[src/rtl/instruction_fetch.sv]
// RV32 fetch stage: PC, req/ack instruction-memory handshake, IF/ID register and one-entry hold buffer.
// Define FETCH_STATS_EN to build the 32-bit delivered-instruction counter on fetch_count.
module instruction_fetch #(
  parameter int unsigned         PC_WIDTH  = 32,
  parameter logic [PC_WIDTH-1:0] RESET_PC  = '0,
  parameter logic [31:0]         NOP_INSTR = 32'h00000013
) (
  input  logic                clock,
  input  logic                reset,
  input  logic                stall,
  input  logic                branch_taken,
  input  logic [PC_WIDTH-1:0] branch_target,
  output logic                imem_req,
  output logic [PC_WIDTH-1:0] imem_addr,
  input  logic                imem_ack,
  input  logic [31:0]         imem_rdata,
  output logic                if_id_valid,
  output logic [31:0]         if_id_instr,
  output logic [PC_WIDTH-1:0] if_id_pc,
  output logic [6:0]          opcode,
  output logic [31:0]         fetch_count
);

  typedef enum logic [1:0] {S_IDLE, S_REQ, S_HOLD, S_KILL} state_e;

  state_e              state_q, state_d;
  logic [PC_WIDTH-1:0] pc_q, pc_d;
  logic [PC_WIDTH-1:0] kill_addr_q, kill_addr_d;
  logic                valid_q, valid_d;
  logic [31:0]         instr_q, instr_d;
  logic [PC_WIDTH-1:0] ifpc_q, ifpc_d;
  logic [31:0]         hold_instr_q, hold_instr_d;
  logic [PC_WIDTH-1:0] hold_pc_q, hold_pc_d;
  logic                if_id_load;

  logic [PC_WIDTH-1:0] target_aligned;
  logic [PC_WIDTH-1:0] pc_inc;

  assign target_aligned = {branch_target[PC_WIDTH-1:2], 2'b00};
  assign pc_inc         = pc_q + PC_WIDTH'(4);

  always_ff @(posedge clock or negedge reset) begin
    if (!reset) begin
      state_q      <= S_IDLE;
      pc_q         <= RESET_PC;
      kill_addr_q  <= RESET_PC;
      valid_q      <= 1'b0;
      instr_q      <= NOP_INSTR;
      ifpc_q       <= '0;
      hold_instr_q <= NOP_INSTR;
      hold_pc_q    <= '0;
    end else begin
      state_q      <= state_d;
      pc_q         <= pc_d;
      kill_addr_q  <= kill_addr_d;
      valid_q      <= valid_d;
      instr_q      <= instr_d;
      ifpc_q       <= ifpc_d;
      hold_instr_q <= hold_instr_d;
      hold_pc_q    <= hold_pc_d;
    end
  end

  always_comb begin
    state_d      = state_q;
    pc_d         = pc_q;
    kill_addr_d  = kill_addr_q;
    valid_d      = valid_q;
    instr_d      = instr_q;
    ifpc_d       = ifpc_q;
    hold_instr_d = hold_instr_q;
    hold_pc_d    = hold_pc_q;
    if_id_load   = 1'b0;
    imem_req     = 1'b0;
    imem_addr    = pc_q;

    case (state_q)
      S_IDLE: state_d = S_REQ;

      S_REQ: begin
        imem_req = 1'b1;
        if (branch_taken) begin
          pc_d    = target_aligned;
          valid_d = 1'b0;
          instr_d = NOP_INSTR;
          // An unacked request must still complete; KILL remembers its address.
          if (!imem_ack) begin
            state_d     = S_KILL;
            kill_addr_d = pc_q;
          end
        end else if (imem_ack && !stall) begin
          valid_d    = 1'b1;
          instr_d    = imem_rdata;
          ifpc_d     = pc_q;
          pc_d       = pc_inc;
          if_id_load = 1'b1;
        end else if (imem_ack) begin
          hold_instr_d = imem_rdata;
          hold_pc_d    = pc_q;
          pc_d         = pc_inc;
          state_d      = S_HOLD;
        end else if (!stall) begin
          valid_d = 1'b0;
          instr_d = NOP_INSTR;
        end
      end

      S_HOLD: begin
        if (branch_taken) begin
          pc_d    = target_aligned;
          valid_d = 1'b0;
          instr_d = NOP_INSTR;
          state_d = S_REQ;
        end else if (!stall) begin
          valid_d    = 1'b1;
          instr_d    = hold_instr_q;
          ifpc_d     = hold_pc_q;
          if_id_load = 1'b1;
          state_d    = S_REQ;
        end
      end

      S_KILL: begin
        imem_req  = 1'b1;
        imem_addr = kill_addr_q;
        if (branch_taken) begin
          pc_d    = target_aligned;
          valid_d = 1'b0;
          instr_d = NOP_INSTR;
        end
        if (imem_ack) state_d = S_REQ;
      end

      default: state_d = S_IDLE;
    endcase
  end

  assign if_id_valid = valid_q;
  assign if_id_instr = instr_q;
  assign if_id_pc    = ifpc_q;
  assign opcode      = instr_q[6:0];

`ifdef FETCH_STATS_EN
  logic [31:0] count_q;

  always_ff @(posedge clock or negedge reset) begin
    if (!reset)          count_q <= '0;
    else if (if_id_load) count_q <= count_q + 32'd1;
  end

  assign fetch_count = count_q;
`else
  logic unused_if_id_load;
  assign unused_if_id_load = if_id_load;
  assign fetch_count       = '0;
`endif

endmodule

[config.mk]
export PLATFORM = sky130hd
export DESIGN_NAME = instruction_fetch
export DESIGN_NICKNAME = d
export VERILOG_FILES = /design/src/rtl/instruction_fetch.sv
export SDC_FILE = /design/constraint.sdc
export NUM_CORES = 1
export LEC_CHECK = 0
export CORE_MARGIN = 3
export CORE_UTILIZATION = 45
export CTS_CLUSTER_DIAMETER = 60
export CTS_CLUSTER_SIZE = 20
export DETAILED_ROUTE_END_ITERATION = 7
export HOLD_SLACK_MARGIN = 0.12
export MAX_ROUTING_LAYER = met4
export PLACE_DENSITY = 0.79
export SLEW_MARGIN = 10
export SYNTH_ARGS = -nofsm -noshare
export SYNTH_HDL_FRONTEND = slang
export SYNTH_SLANG_ARGS = --single-unit
[constraint.sdc]
create_clock -name clock -period 2.39 [get_ports clock]
set_clock_uncertainty 0.2 [all_clocks]
set_input_delay 0.717 -clock clock [delete_from_list [all_inputs] [get_ports clock]]
set_output_delay 0.717 -clock clock [all_outputs]
set_load 0.05 [all_outputs]
==> flow_summary.ini <==
[outcome]
status = finished with violations
violations = setup timing

[sta]
setup_viol = 30
hold_violations = 0
rsz0062_at_grt = true
slew_viol_final = 0
hold_slack_ns = 0.2813
timing.final.crit_share = 1.085
finalSetupTns_ns = -5.216
fin_ws_ns = -0.2043
final.min_clock_period_ns = 2.594
timing.fmax_mhz = 385.5

[drt]
via_count = 7016
routed_wl_mm = 22.64
drtPass1Iterations = 5
final_antenna_net_count = 0
drc = 0
drt_iter0_markers = 481
via_per_inst = 5.473
wl_per_cell_um = 17.66

[power]
ir_drop_uv = 536.3
clockPowerShare = 0.258
power.leakage_nw = 5.074
switching_share = 0.3678
seqPwrFrac = 0.389
pwr-share-comb = 0.353
intPower_w = 0.007315
switching_power_w = 0.004256
powerDensity_mw_per_mm2 = 992.4

[cts]
clock_latency_ns = 0.43
cts_tree = yes
clk_path_buf_depth = 2
post_cts_buffers = 0
clock-sinks = 187
path_clk_slew_ns = 0.07
cts_buffers = 17
htreeDepth = 4
cts-root-buf = clkbuf_16

[cells_and_area]
area_growth_pct = 32.03
finalInstanceArea_mm2 = 0.01166
drive_gt1_frac = 0.3268
num_antenna_cells = 0
layout.nets = 1079

[logic_synthesis]
ys_seq_area_frac = 0.5307
avgSynthCellArea_um2 = 10.72
syn-instance-count = 824
synthFlopType = dfrtp_1
synth-seq-cells = 187
synthArstFlopShare = 1.000
synth-edff-count = 0
synth_warnings = 0
synth.distinct_cells = 56
syn_area_mm2 = 0.008831

[floorplan]
fp.dieW_um = 146.1
dieHeight_um = 146.1
fp-row-count = 50
dieArea_mm2 = 0.02134
fp.coreArea_mm2 = 0.01902
initial_core_util = 0.4643
io_pins = 206

[place]
routabilityCongestion = 0.8812
place_ws_ns = -0.3504
dpl-instance-area_mm2 = 0.01088
dp_hpwl_mm = 15.61
io_buffers = 167

[worst_setup_path]
worstPathArrival_ns = 1.68
crit_path_end_kind = output port
start_kind = flop
worst-setup-path-type = reg2out
required_ns = 1.47
crit_fanout = 16

[global_routing]
track_usage = 0.2202
first_global_vias = 6966
gr-total-overflow = 0
grt_pass1_wl_mm = 36.72
grt_max_degree = 64
antenna_found_initial = 0

[job]
drv_cap = 0

[hold_path]
hold_path.class = reg2reg
-- worst max-delay path, stage by stage (launching register included) --
cell and delay, ns:
dfrtp_1 0.39, nand2_2 0.13, buf_12 0.17, mux2_2 0.37, buf_6 0.16
-- cell families (layout without fill, tap and decap cells) --
family	count (synthesis)	count (layout)	synth area share
DFF	187	187	0.5307
other	1	36	0.0004246
muxes	121	121	0.1542
AOI/OAI and AO/OA	191	191	0.1339
adders and majority gates	1	1	0.001417
buffers and inverters	106	269	0.06475
and+or+nand+nor	217	217	0.1146
-- cells in the final DEF, fill, tap and decap left out, types with 14 or more instances in the layout --
cell               n
mux2_4            14
nor2_1            52
buf_4            124
buf_12            14
o22ai_1           14
o21ai_0           25
a22oi_1           29
dfrtp_1          181
a31oi_1           32
a21oi_1           38
conb_1            36
clkbuf_16         17
nand2_1          107
clkdlybuf4s50_1   65
mux2_2            97
o21ai_1           24
buf_6             26
-- power by group through the flow --
stage	clock [W]	sequential [W]	combinational [W]
after floorplan	0	0.00507	0.00208
after global placement	0	0.00449	0.00387
after detailed placement	0	0.00454	0.00394
after CTS	0.00302	0.00449	0.00408
after global routing	0.00316	0.00460	0.00433
final	0.00298	0.00450	0.00409
-- per-stage QoR --
stage	power, W	util	std cells
after global placement	0.008364	0.5720	1249
final	0.01157	0.6131	1282
after detailed placement	0.008477	0.5720	1249
after global routing	0.01209	0.6131	1282
after CTS	0.01158	0.6107	1282
after floorplan	0.007153	-	859
-- cell usage after synthesis (all sizes together), types with 3 or more instances --
cell type | number | area share
and3 | 5 | 0.0035
nand2b | 4 | 0.0028
or3 | 7 | 0.0055
o22ai | 16 | 0.011
buf | 49 | 0.041
nand3 | 9 | 0.0065
a311oi | 4 | 0.0040
a211oi | 11 | 0.0099
mux2 | 120 | 0.15
nor2b | 3 | 0.0021
o21ai | 49 | 0.028
nor2 | 54 | 0.023
clkbuf | 55 | 0.023
nor3b | 3 | 0.0031
dfstp | 6 | 0.018
and2 | 3 | 0.0021
dfrtp | 181 | 0.51
a21oi | 39 | 0.023
nor4 | 3 | 0.0045
nand2 | 108 | 0.046
a31oi | 32 | 0.023
a22oi | 29 | 0.025
nor3 | 4 | 0.0041
nand4 | 7 | 0.0050
-- final cells by class --
| cell class | count | area [um^2] |
|---|---|---|
| fillers | 1510 | 7358 |
| clock buffers | 18 | 429.2 |
| repair buffers | 235 | 2213 |
| flip-flops and latches | 187 | 4687 |
| inverters | 2 | 7.507 |
| clock inverters | 14 | 185.2 |
| well taps | 260 | 325.3 |
| multi-input cells | 566 | 3812 |
-- final timing paths --
kind	startpoint	end	slack [ns]	cells after the start
min in group asynchronous	reset	hold_instr_q[2]$_DFFE_PN0P_	0.58	2
hold / removal	if_id_instr[8]$_DFFE_PN0P_	if_id_instr[8]$_DFFE_PN0P_	0.28	2
setup reg to reg	pc_q[7]$_DFFE_PN0P_	pc_q[27]$_DFFE_PN0P_	0.13	6
max in group asynchronous	reset	if_id_instr[0]$_DFFE_PN1P_	0.78	3
setup / recovery	state_q[1]$_DFFE_PN0P_	imem_addr[4]	-0.20	4
hold reg to reg	if_id_instr[8]$_DFFE_PN0P_	if_id_instr[8]$_DFFE_PN0P_	0.28	2
-- registers in the layout, indices dropped and copies added (netlist names) --
name	flops
if_id_pc	30
pc_q	30
hold_instr_q	32
kill_addr_q	30
hold_pc_q	30
if_id_valid	1
state_q	2
if_id_instr	32
-- per-layer routing --
metal / GRT usage / routed length, um / vias to the layer above
met1: 0.2953 / 9970 / 3496
met5: - / 0 / -
met4: 0.05691 / 314 / 0
met2: 0.3431 / 10910 / 265
li1: - / - / 3231
met3: 0.04935 / 1447 / 24
-- what timing repair did --
action	CTS	global route
resized for setup	35	12
hold buffers	1	0
hold endpoints to repair	38	0
gates cloned	0	0
endpoints found under the setup margin	34	33
Power figures use the tool's default switching activity.
